[src/rtl/loader_pkg.sv]
// Shared definitions for the instruction-memory loader: FSM encoding and default geometry.
package loader_pkg;

    localparam int DEF_ADDR_WIDTH = 6;
    localparam int DEF_DATA_WIDTH = 32;
    localparam int BYTES_PER_WORD = DEF_DATA_WIDTH / 8;
    localparam int MAX_WORDS      = 2 ** DEF_ADDR_WIDTH;

    typedef enum logic [1:0] {
        IDLE  = 2'd0,
        LOAD  = 2'd1,
        WRITE = 2'd2,
        DONE  = 2'd3
    } state_t;

endpackage

[src/rtl/imem_loader_word_assembler.sv]
// Packs accepted bytes little-endian into one word; word_full flags the byte that completes it.
// The last byte lands in the register on the same edge word_full is seen, so the word is stable the cycle after.
module word_assembler
    import loader_pkg::*;
#(
    parameter int DATA_WIDTH = DEF_DATA_WIDTH
) (
    input  logic                  clk,
    input  logic                  reset,
    input  logic                  clear,
    input  logic                  accept,
    input  logic [7:0]            byte_data,
    output logic [DATA_WIDTH-1:0] word,
    output logic                  word_full
);

    localparam int BPW = DATA_WIDTH / 8;
    localparam int CW  = (BPW > 1) ? $clog2(BPW) : 1;
    localparam logic [CW-1:0] LAST = CW'(BPW - 1);
    localparam logic [CW-1:0] ONE  = CW'(1);

    logic [CW-1:0] cnt;

    // Shifting in from the top leaves the first byte in the lowest lane after a full word.
    always_ff @(posedge clk or posedge reset) begin
        if (reset) begin
            cnt  <= '0;
            word <= '0;
        end else if (clear) begin
            cnt  <= '0;
            word <= '0;
        end else if (accept) begin
            word <= {byte_data, word[DATA_WIDTH-1:8]};
            cnt  <= (cnt == LAST) ? '0 : cnt + ONE;
        end
    end

    assign word_full = accept && (cnt == LAST);

endmodule

[src/rtl/imem_loader.sv]
// Streams program bytes into instruction memory words 0..N-1 and holds the CPU in reset until done.
// One write cycle per word (byte_ready low then), so a word costs at least 5 cycles.
module imem_loader
    import loader_pkg::*;
#(
    parameter int ADDR_WIDTH = DEF_ADDR_WIDTH,
    parameter int DATA_WIDTH = DEF_DATA_WIDTH
) (
    input  logic                  clk,
    input  logic                  reset,
    input  logic                  start,
    input  logic [ADDR_WIDTH:0]   word_count,
    input  logic                  byte_valid,
    input  logic [7:0]            byte_data,
    output logic                  byte_ready,
    output logic                  imem_we,
    output logic [ADDR_WIDTH-1:0] imem_addr,
    output logic [DATA_WIDTH-1:0] imem_wd,
    output logic                  cpu_hold,
    output logic                  busy,
    output logic                  done,
    output logic                  error
);

    localparam logic [ADDR_WIDTH:0]   CAP    = (ADDR_WIDTH + 1)'(2 ** ADDR_WIDTH);
    localparam logic [ADDR_WIDTH:0]   ONE_W  = (ADDR_WIDTH + 1)'(1);
    localparam logic [ADDR_WIDTH-1:0] ONE_A  = ADDR_WIDTH'(1);

    state_t              state;
    logic [ADDR_WIDTH:0] target;
    logic [ADDR_WIDTH:0] written;
    logic                idle_like;
    logic                count_ok;
    logic                start_ok;
    logic                accept;
    logic                word_full;

    assign idle_like = (state == IDLE) || (state == DONE);
    assign count_ok  = (word_count != '0) && (word_count <= CAP);
    assign start_ok  = start && idle_like && count_ok;
    assign accept    = byte_valid && byte_ready;

    word_assembler #(.DATA_WIDTH(DATA_WIDTH)) u_asm (
        .clk       (clk),
        .reset     (reset),
        .clear     (start_ok),
        .accept    (accept),
        .byte_data (byte_data),
        .word      (imem_wd),
        .word_full (word_full)
    );

    always_ff @(posedge clk or posedge reset) begin
        if (reset) begin
            state      <= IDLE;
            target     <= '0;
            written    <= '0;
            byte_ready <= 1'b0;
            imem_we    <= 1'b0;
            imem_addr  <= '0;
            cpu_hold   <= 1'b1;
            busy       <= 1'b0;
            done       <= 1'b0;
            error      <= 1'b0;
        end else begin
            case (state)
                IDLE, DONE: begin
                    if (start_ok) begin
                        target     <= word_count;
                        written    <= '0;
                        imem_addr  <= '0;
                        error      <= 1'b0;
                        done       <= 1'b0;
                        cpu_hold   <= 1'b1;
                        busy       <= 1'b1;
                        byte_ready <= 1'b1;
                        state      <= LOAD;
                    end else if (start) begin
                        // Rejected start leaves DONE/IDLE outputs untouched apart from the flag.
                        error <= 1'b1;
                    end
                end
                LOAD: begin
                    if (word_full) begin
                        byte_ready <= 1'b0;
                        imem_we    <= 1'b1;
                        written    <= written + ONE_W;
                        state      <= WRITE;
                    end
                end
                WRITE: begin
                    imem_we <= 1'b0;
                    if (written == target) begin
                        busy     <= 1'b0;
                        done     <= 1'b1;
                        cpu_hold <= 1'b0;
                        state    <= DONE;
                    end else begin
                        imem_addr  <= imem_addr + ONE_A;
                        byte_ready <= 1'b1;
                        state      <= LOAD;
                    end
                end
                default: state <= IDLE;
            endcase
        end
    end

endmodule

[config.mk]
export PLATFORM = sky130hd
export DESIGN_NAME = imem_loader
export DESIGN_NICKNAME = d
export VERILOG_FILES = /design/src/rtl/loader_pkg.sv /design/src/rtl/imem_loader_word_assembler.sv /design/src/rtl/imem_loader.sv
export SDC_FILE = /design/constraint.sdc
export NUM_CORES = 1
export LEC_CHECK = 0
export ABC_AREA = 1
export CORE_MARGIN = 5
export CORE_UTILIZATION = 56
export DETAILED_ROUTE_END_ITERATION = 12
export PLACE_DENSITY = 0.85
export SLEW_MARGIN = 30
export SYNTH_ARGS = -nofsm -noshare
export SYNTH_HDL_FRONTEND = slang
export SYNTH_SLANG_ARGS = --single-unit
[constraint.sdc]
create_clock -name clk -period 6.65 [get_ports clk]
set_clock_uncertainty 0.2 [all_clocks]
set_input_delay 1.995 -clock clk [delete_from_list [all_inputs] [get_ports clk]]
set_output_delay 1.995 -clock clk [all_outputs]
set_load 0.05 [all_outputs]
-- Word-level counts from Yosys, hierarchy flattened
Index checks and enable logic that the tools add are counted.
- logic and storage cells: 75
- flip-flop bits (word level): 62
- input port bits: 19
- $add $sub $neg: 3
- $lt $le $gt $ge: 1
- multiplexer cells: 28
- reductions and logical operators: 22
- eq/ne operators: 9
- operator list (operator ; count):
    32-bit two-way mux ; 2
    7-bit two-way mux ; 2
    7-bit case mux with 2 select lines ; 1
    2-bit two-way mux ; 6
    6-bit two-way mux ; 2
    6-bit case mux with 2 select lines ; 1
    3-bit AND reduction ; 4
    2-bit nonzero test ; 5
    1-bit two-way mux ; 9
    2-bit AND reduction ; 4
    7-bit by 1-bit adder with 7-bit output (second input constant) ; 1
    7-bit equality test ; 1
    7-bit <= comparator (second input constant) ; 1
    7-bit nonzero test ; 1
    6-bit by 1-bit adder with 6-bit output (second input constant) ; 1
    2-bit equality test (second input constant) ; 3
    2-bit inequality test (second input constant) ; 3
    1-bit case mux with 2 select lines ; 3
    2-bit case mux with 3 select lines ; 1
    1-bit logical AND ; 5
    1-bit case mux with 3 select lines ; 1
    2-bit by 1-bit adder with 2-bit output (second input constant) ; 1
    2-bit by 1-bit equality test with 1-bit output (second input constant) ; 1
    2-bit zero test ; 1
    3 further kinds ; 3

-- Depth between registers and ports, before layout
Gate-level depths: netlist of run 1.
- depth after elaboration: 6
- mapped depth: 12
- depth with buffers taken out: 11

-- Modules after synthesis
From an unflattened synthesis of run 1, not the netlist that was laid out.
- cells, all modules: 400
- area total of the unflattened synthesis: 3311.9 um^2
- by module, submodules not included (module ; times used ; cells an instance ; area an instance (um^2) ; sequential area each (um^2)):
    imem_loader ; 1 ; 247 ; 1719.1 ; 701.9
    word_assembler ; 1 ; 153 ; 1592.8 ; 850.8

-- Worst setup path after synthesis of run 1
Ideal clock, no wire load.
- path type: input to register
- from: input port byte_valid
- to: register written[2]
- cell stages on the path: 8
- data arrival time: 2.809 ns
- setup slack: 3.517 ns
- required time: 6.327 ns
- cells stage by stage: nand2_2 o21ai_2 inv_1 nor2_1 nand2_2 buf_6 nand2_1 o21ai_2
- word-level cells in the longest chain between the ends: 4
- RTL lines (element ; line ; source):
    start: declaration ; imem_loader.sv:13 ; input logic byte_valid,
    1-bit logical AND ; imem_loader.sv:41 ; assign accept = byte_valid && byte_ready;
    1-bit logical AND ; imem_loader_word_assembler.sv:38 ; assign word_full = accept && (cnt == LAST);
    2-bit by 1-bit inequality test with 1-bit output (no source line) ; -- ;
    3-bit AND reduction (no source line) ; -- ;
    end signal: assignment ; imem_loader.sv:87 ; written <= written + ONE_W;
    end: declaration ; imem_loader.sv:31 ; logic [ADDR_WIDTH:0] written;
Every way passes these cells.
A chain may end at the register's enable or synchronous reset.

-- Worst setup path after layout of run 1
- from: input port byte_valid
- to: register written[5]
The elaborated chain is that of the path after synthesis.

==> parameters.txt, run 1 <==
Parameter                              Value

Status
  Outcome    complete, no violations

Placed design
  Dpl hpwl    4870 um
  RePlAce Congestion    0.886
  Cells after DPL    518
  Total cell area at the placement stage    0.00392 sq mm
  Port Buf Inserts    62

Drt
  Met2 Wirelength    3290 um
  Antenna-violating nets left    0
  Average routed wire per standard cell    12.7 um
  Detailed-routing wirelength on met1    2980 um
  Number of DRC markers in iteration 0    147
  Via count of the routed design    2,632
  Total Wirelength    6800 um
  Total length of routed met3 wires    366 um
  Detailed-route vias per instance    4.93
  Detailed Routing Iterations Pass 1    4
  Total DRC errors in the routed layout    0
  Highest layer used for signal routing    met4

Global route
  Number of antenna violations at the first check in global routing    0
  GR Util All Layers    0.203
  Via count of the first global-routing pass    2,705
  Remaining global-route overflow    0
  Global-route wire length before repair    12,100 um
  Largest net degree at the start of global routing    63

Timing
  Unrepaired setup endpoints after global routing    false
  Smallest hold slack    0.260 ns
  Top achievable clock speed    255 MHz
  Min cycle time layout    3.92 ns
  Worst Max-Slew Pin Slew    0.824 ns
  Max_slew headroom    0.449
  Final setup violation count    0
  Final Hold Viols    0
  Total negative setup slack    0 ns
  Final worst-path cycle share    0.589
  Final-report max-slew violation count    0

Synth
  Cell area after synthesis    0.00327 sq mm
  Proportion of synthesized chip area in sequential cells    0.475
  Average footprint of a synthesized cell    8.29 sq um
  Post-synth top area cell    sky130_fd_sc_hd__dfrtp_1
  Synthesized Nets    419
  Leading post-synthesis cells by cell area    sky130_fd_sc_hd__dfrtp_1 (47%), sky130_fd_sc_hd__nand2_1 (15%), sky130_fd_sc_hd__mux2_2 (11%)
  Post-synthesis cell type count    26
  Mapped Cells    394
  Top-area cell type share of the netlist area    0.467
  Synth warn    0
  Number of synthesized register bits    62

Worst setup path
  Data arrival time of the critical path    3.92 ns
  Critical path cell sequence    clkdlybuf4s50_1 -> nand2_2 -> o21ai_2 -> inv_1 -> nor2_1 -> nand2_2 -> nand2_1 -> o21ai_0
  Maximum fanout encountered on the critical timing path    37
  Critical Path Start Type    input port
  Count of buffering cells on the critical path with inverters included    2
  First element of the critical path    byte_valid
  Start of the worst register-to-register path    state[0]
  Category of the worst setup path capture point    register
  Critical path required time    6.65 ns
  Critical-path cell with the highest stage delay    sky130_fd_sc_hd__clkdlybuf4s50_1
  Top delay family on crit path    simple AND/OR/NAND/NOR gates
  Critical path start-end classification    in2reg
  Largest stage delay on the critical path    0.47 ns
  Crit path top cell by count    sky130_fd_sc_hd__nand2_2

Pwr
  Max IR drop VDD    0.134 mV
  Power density of the placed cells    177 mW/mm^2
  Standby leakage power    0.00235 uW
  Total Power Consumption    731 uW

Finish
  Final-layout fill cell count    430
  Synthesis-to-finish area growth    26.1%
  Share of layout cells above drive strength 1    0.145
  Finished Cell Area    0.00412 sq mm
  Final Instance Count excl. Fillers    534
  Diode count    0
  Layout Nets    482

Floorplan
  Count of pins on the block boundary    63
  Floorplan row count    27
  Starting density of the core    0.586
  Area of the die    0.00746 sq mm
  Horizontal die dimension    86.4 um
  Height of the die    86.4 um
  Placeable core region    0.00557 sq mm

Min path
  Hold Path Origin    cpu_hold
  Class of the tightest hold or removal check    reg2reg

Clocking
  CTS tree    done
  Sinks on Clock Net    62
  Number of buffers between clock root and the deepest sink    2
  Clock insertion delay at the later pin of the skew report    0.34 ns
  H-tree levels    3
  Master cell of the clock root buffer    sky130_fd_sc_hd__clkbuf_8
  Clock transition at the registers of the reported paths    0.07 ns
  Setup fix buffers added after clock tree synthesis    0
  Hold-fix buffers, CTS    0
  Number of cells upsized or downsized after cts    0
  Number of buffers created by CTS    9

Run
  Count of max-cap constraint violations    0
[cells in the mapped netlist (all sizes together)]
| library cell | number |
|---|---|
| clkinv | 1 |
| inv | 67 |
| mux2 | 33 |
| xnor2 | 3 |
| a21oi | 5 |
| dfrtp | 61 |
| nand3b | 1 |
| dfstp | 1 |
| or2 | 1 |
| ha | 6 |
| nor3 | 3 |
| nand2 | 132 |
| buf | 11 |
| nand3 | 17 |
| nor2 | 29 |
| o22ai | 1 |
| o21ai | 22 |
[path summary, 6_finish.rpt]
| path | to | slack [ns] | depth (start not counted) |
|---|---|---|---|
| hold / removal | cpu_hold | 0.26 | 2 |
| min in group asynchronous | u_asm.word[2] | 1.99 | 3 |
| max in group asynchronous | state[1] | 3.75 | 3 |
| setup / recovery | written[5] | 2.73 | 8 |
| hold reg to reg | cpu_hold | 0.26 | 2 |
| setup reg to reg | written[5] | 4.05 | 9 |
[cell usage in the layout (no fill, tap or decap), drive strengths merged]
| cell type | n |
|---|---|
| nand2 | 132 |
| inv | 67 |
| xnor2 | 3 |
| clkinv | 3 |
| o22ai | 1 |
| mux2 | 33 |
| or2 | 1 |
| bufinv | 1 |
| clkinvlp | 2 |
| a21oi | 5 |
| buf | 1 |
| clkbuf | 11 |
| clkdlybuf4s50 | 62 |
| nor3 | 3 |
| ha | 6 |
| nand3b | 1 |
| dfrtp | 61 |
| nand3 | 17 |
| dfstp | 1 |
| nor2 | 29 |
| o21ai | 22 |
[through the flow]
| stage | setup WS [ns] | util |
|---|---|---|
| 2_1_floorplan | 2.92 | - |
| 3_3_place_gp | 2.44 | 0.704 |
| 3_5_place_dp | 2.38 | 0.704 |
| 4_1_cts | 2.74 | 0.740 |
| 5_1_grt | 2.50 | 0.740 |
| 6_report | 2.73 | 0.740 |
[layout make-up]
class	instances	area, sq um	area share
clock buffers	11	141	0.0343
clock inverters	5	58.8	0.0143
inverters	68	255	0.0619
multi-input cells	253	1400	0.339
flip-flops and latches	62	1550	0.377
well taps	72	90.1	0.0219
repair buffers	63	628	0.152
[sequential cells by signal, summed over array words and instances (netlist names)]
name and count:
busy 1, byte_ready 1, cpu_hold 1, done 1
error 1, imem_addr 6, imem_we 1, state 2
target 7, u_asm.cnt 2, u_asm.word 32, written 7
[logic make-up after synthesis]
kind of cell    count (synthesis)  synth area share
xor+xnor                        3           0.00804
simple gates                  183             0.231
compound gates                 28            0.0513
buf+inv                        79            0.0976
mux                            33             0.114
fa+ha+maj                       6            0.0230
flops                          62             0.475
[routing by layer]
| layer | vias to the layer above | global-route usage |
|---|---|---|
| met4 | 0 | 0.0864 |
| met2 | 72 | 0.347 |
| met5 | - | 0 |
| met1 | 1214 | 0.251 |
| met3 | 16 | 0.0390 |
| li1 | 1330 | - |
[where the power goes]
| group | total [uW] | switching (uW) | internal [uW] |
|---|---|---|---|
| combinational | 20.8 | 10.4 | 10.4 |
| clock | 333 | 150 | 183 |
| sequential | 377 | 0 | 377 |
[worst reg2reg max path, stage by stage, from the launching register on]
cell	delay [ns]
sky130_fd_sc_hd__dfrtp_1	0.40
sky130_fd_sc_hd__inv_1	0.06
sky130_fd_sc_hd__ha_1	0.42
sky130_fd_sc_hd__nand2_1	0.14
sky130_fd_sc_hd__clkinv_1	0.11
sky130_fd_sc_hd__nand3_4	0.38
sky130_fd_sc_hd__nand2_4	0.32
sky130_fd_sc_hd__nand2_2	0.24
sky130_fd_sc_hd__nand2_1	0.11
sky130_fd_sc_hd__o21ai_0	0.08
No activity file was read; power rests on OpenSTA's default activity.
==> inputs of run 2 (changes only) <==
- CORE_UTILIZATION: 56 -> 52
- PLACE_DENSITY: 0.85 -> 0.8
- clock period: 6.65 -> 3.7 ns (I/O delays scaled with it)
==> run 2 against run 1 <==
  * Highest routed layer unchanged
  * Sequential cell count stayed put
  * Core utilization fell by 4.9 points
  * Clock-buffer cell count did not move
  * Routed wire length rose by 2.7%
  * Global-route usage is 0.26 points lower
  * Cell count grew 0.94%
  * Non-clock buffer count is 2 higher
  * Worst setup slack worse by 2.0 ns
  * Critical path depth shrank 7
  * Largest power group unchanged
  * Register-to-register slack lost 2.7 ns
==> parameters.txt, run 2 (synthesis results as in run 1) <==
Parameter                              Value

Status
  Outcome    complete, no violations (unchanged)

Clocking
  Number of cells upsized or downsized after cts    0 (unchanged)
  Sinks on Clock Net    62 (unchanged)
  Number of buffers between clock root and the deepest sink    2 (unchanged)
  CTS tree    done (unchanged)
  Clock transition at the registers of the reported paths    0.07 ns (about the same)
  Master cell of the clock root buffer    sky130_fd_sc_hd__clkbuf_8 (unchanged)
  Setup fix buffers added after clock tree synthesis    0 (unchanged)
  Number of buffers created by CTS    9 (unchanged)
  Clock insertion delay at the later pin of the skew report    0.34 ns (about the same)
  H-tree levels    3 (unchanged)
  Hold-fix buffers, CTS    0 (unchanged)

Floorplan
  Area of the die    0.00797 sq mm (was 0.00746 sq mm)
  Placeable core region    0.00603 sq mm (was 0.00557 sq mm)
  Starting density of the core    0.542 (was 0.586)
  Horizontal die dimension    89.3 um (was 86.4 um)
  Height of the die    89.3 um (was 86.4 um)
  Count of pins on the block boundary    63 (unchanged)
  Floorplan row count    28 (was 27)

Drt
  Antenna-violating nets left    0 (unchanged)
  Total DRC errors in the routed layout    0 (unchanged)
  Via count of the routed design    2,691 (was 2,632)
  Detailed Routing Iterations Pass 1    4 (unchanged)
  Number of DRC markers in iteration 0    105 (was 147)
  Detailed-route vias per instance    4.99 (was 4.93)
  Total Wirelength    6980 um (was 6800 um)
  Average routed wire per standard cell    13.0 um (was 12.7 um)

Timing
  Smallest hold slack    0.271 ns (was 0.260 ns)
  Unrepaired setup endpoints after global routing    false (unchanged)
  Final-report max-slew violation count    0 (unchanged)
  Top achievable clock speed    336 MHz
  Final Hold Viols    0 (unchanged)
  Min cycle time layout    2.97 ns
  Final worst-path cycle share    0.803
  Final setup violation count    0 (unchanged)
  Total negative setup slack    0 ns (unchanged)
  Worst Max-Slew Pin Slew    0.540 ns (was 0.824 ns)
  Max_slew headroom    0.639 (was 0.449)

Worst setup path
  Top delay family on crit path    buffers and inverters (was simple AND/OR/NAND/NOR gates)
  Category of the worst setup path capture point    primary output (was register)
  Critical Path Start Type    register (was input port)
  Maximum fanout encountered on the critical timing path    2 (was 37)
  Slack of the worst reg-to-reg path    1.38 ns (was 4.05 ns)
  Data arrival time of the critical path    1.66 ns (was 3.92 ns)
  Critical path required time    2.39 ns (was 6.65 ns)
  Largest stage delay on the critical path    0.79 ns (was 0.47 ns)
  Critical path start-end classification    reg2out (was in2reg)
  Start of the worst register-to-register path    state[0] (unchanged)
  Count of buffering cells on the critical path with inverters included    1 (was 2)
  Critical-path cell with the highest stage delay    sky130_fd_sc_hd__clkdlybuf4s50_1 (unchanged)
  Worst reg2reg path depth    8 (was 9)
  First element of the critical path    cpu_hold (was byte_valid)
  FF-to-FF End    written[5] (unchanged)
  Critical path cell sequence    clkdlybuf4s50_1 (was clkdlybuf4s50_1 -> nand2_2 -> o21ai_2 -> inv_1 -> nor2_1 -> nand2_2 -> nand2_1 -> o21ai_0)

Finish
  Largest registers    u_asm.word (32), target (7), written (7) (unchanged)
  Largest register by flop count    u_asm.word (unchanged)
  Share of layout cells above drive strength 1    0.151 (was 0.145)
  Diode count    0 (unchanged)
  Most frequent cells in the layout    sky130_fd_sc_hd__nand2_1 (128), sky130_fd_sc_hd__inv_1 (65), sky130_fd_sc_hd__clkdlybuf4s50_1 (62), sky130_fd_sc_hd__dfrtp_1 (61), sky130_fd_sc_hd__mux2_2 (33) (unchanged)
  Final-layout fill cell count    495 (was 430)
  Synthesis-to-finish area growth    27.4% (was 26.1%)
  Flip-flop count of the largest register, all copies and words added    32 (unchanged)
  Most common cell after layout, fill and taps aside    sky130_fd_sc_hd__nand2_1 (unchanged)
  Layout Nets    484 (was 482)

Min path
  End point of the most critical hold path    cpu_hold (unchanged)
  Hold path depth    2 (unchanged)
  Class of the tightest hold or removal check    reg2reg (unchanged)
  Hold Path Origin    cpu_hold (unchanged)

Global route
  Remaining global-route overflow    0 (unchanged)
  Largest net degree at the start of global routing    63 (unchanged)
  Global-route wire length before repair    12,300 um (was 12,100 um)
  Via count of the first global-routing pass    2,727 (was 2,705)
  Number of antenna violations at the first check in global routing    0 (unchanged)
  GR Util All Layers    0.201 (was 0.203)

Placed design
  RePlAce Congestion    0.840 (was 0.886)
  Dpl hpwl    4940 um (was 4870 um)
  Port Buf Inserts    62 (unchanged)

Pwr
  Net Sw Power    285 uW (was 161 uW)
  Standby leakage power    0.00237 uW (was 0.00235 uW)
  Sw frac    0.215 (was 0.219)
  Max IR drop VDD    0.422 mV (was 0.134 mV)
  Sequential Power Share    0.510 (was 0.516)
  Cell Int Power    1040 uW (was 571 uW)
  Clock Power Share    0.460 (was 0.456)
  Proportion of power drawn by combinational gates    0.030 (was 0.029)
  Power density of the placed cells    319 mW/mm^2 (was 177 mW/mm^2)

Run
  Count of max-cap constraint violations    0 (unchanged)
run 2: cell types whose count changed in the layout (fill, tap and decap cells not counted):
| cell | previous run | this run |
|---|---|---|
| sky130_fd_sc_hd__buf_12 | 0 | 1 |
| sky130_fd_sc_hd__clkbuf_1 | 1 | 0 |
| sky130_fd_sc_hd__clkbuf_8 | 10 | 11 |
| sky130_fd_sc_hd__clkinvlp_4 | 2 | 3 |
| sky130_fd_sc_hd__clkinv_4 | 1 | 0 |
| sky130_fd_sc_hd__buf_4 | 1 | 2 |
run 2: power groups by stage:
stage / combinational (uW) / clock (uW) / sequential (uW)
detailed placement: 41.6 / 0 / 690
global route: 45.3 / 656 / 677
CTS: 41.7 / 624 / 677
floorplan: 13.4 / 0 / 690
finish: 40.2 / 612 / 678
global placement: 40.3 / 0 / 690
run 2: per-stage QoR:
step	util	total power, uW	worst slack, ns	area (sq um)	cells
3_3_place_gp	0.656	731	0.751	3950	523
3_5_place_dp	0.656	732	0.653	3950	523
2_1_floorplan	-	704	0.850	3270	394
5_1_grt	0.691	1380	0.669	4160	539
4_1_cts	0.691	1340	0.710	4160	539
6_report	0.691	1330	0.728	4160	539
run 2: how the worst max path moves through the flow:
stage | endpoint | slack (ns) | cells after the start
after floorplan | busy | 0.85 | 1
after global placement | written[4] | 0.75 | 10
after detailed placement | written[5] | 0.65 | 7
after CTS | cpu_hold | 0.71 | 1
after global routing | cpu_hold | 0.67 | 1
final | cpu_hold | 0.73 | 1
run 2: cell type report:
cell class / count / area (sq um) / share of cell area
flip-flops and latches: 62 / 1550 / 0.373
clock buffers: 11 / 151 / 0.0364
repair buffers: 65 / 656 / 0.157
multi-input cells: 253 / 1400 / 0.335
well taps: 75 / 93.8 / 0.0225
inverters: 68 / 255 / 0.0613
clock inverters: 5 / 57.6 / 0.0138
run 2: layer usage:
layer,up-vias,wire length [um],track usage
met5,-,0,0
met4,0,181,0.0812
met3,17,352,0.0590
met2,78,3380,0.334
met1,1259,3070,0.245
li1,1337,-,-
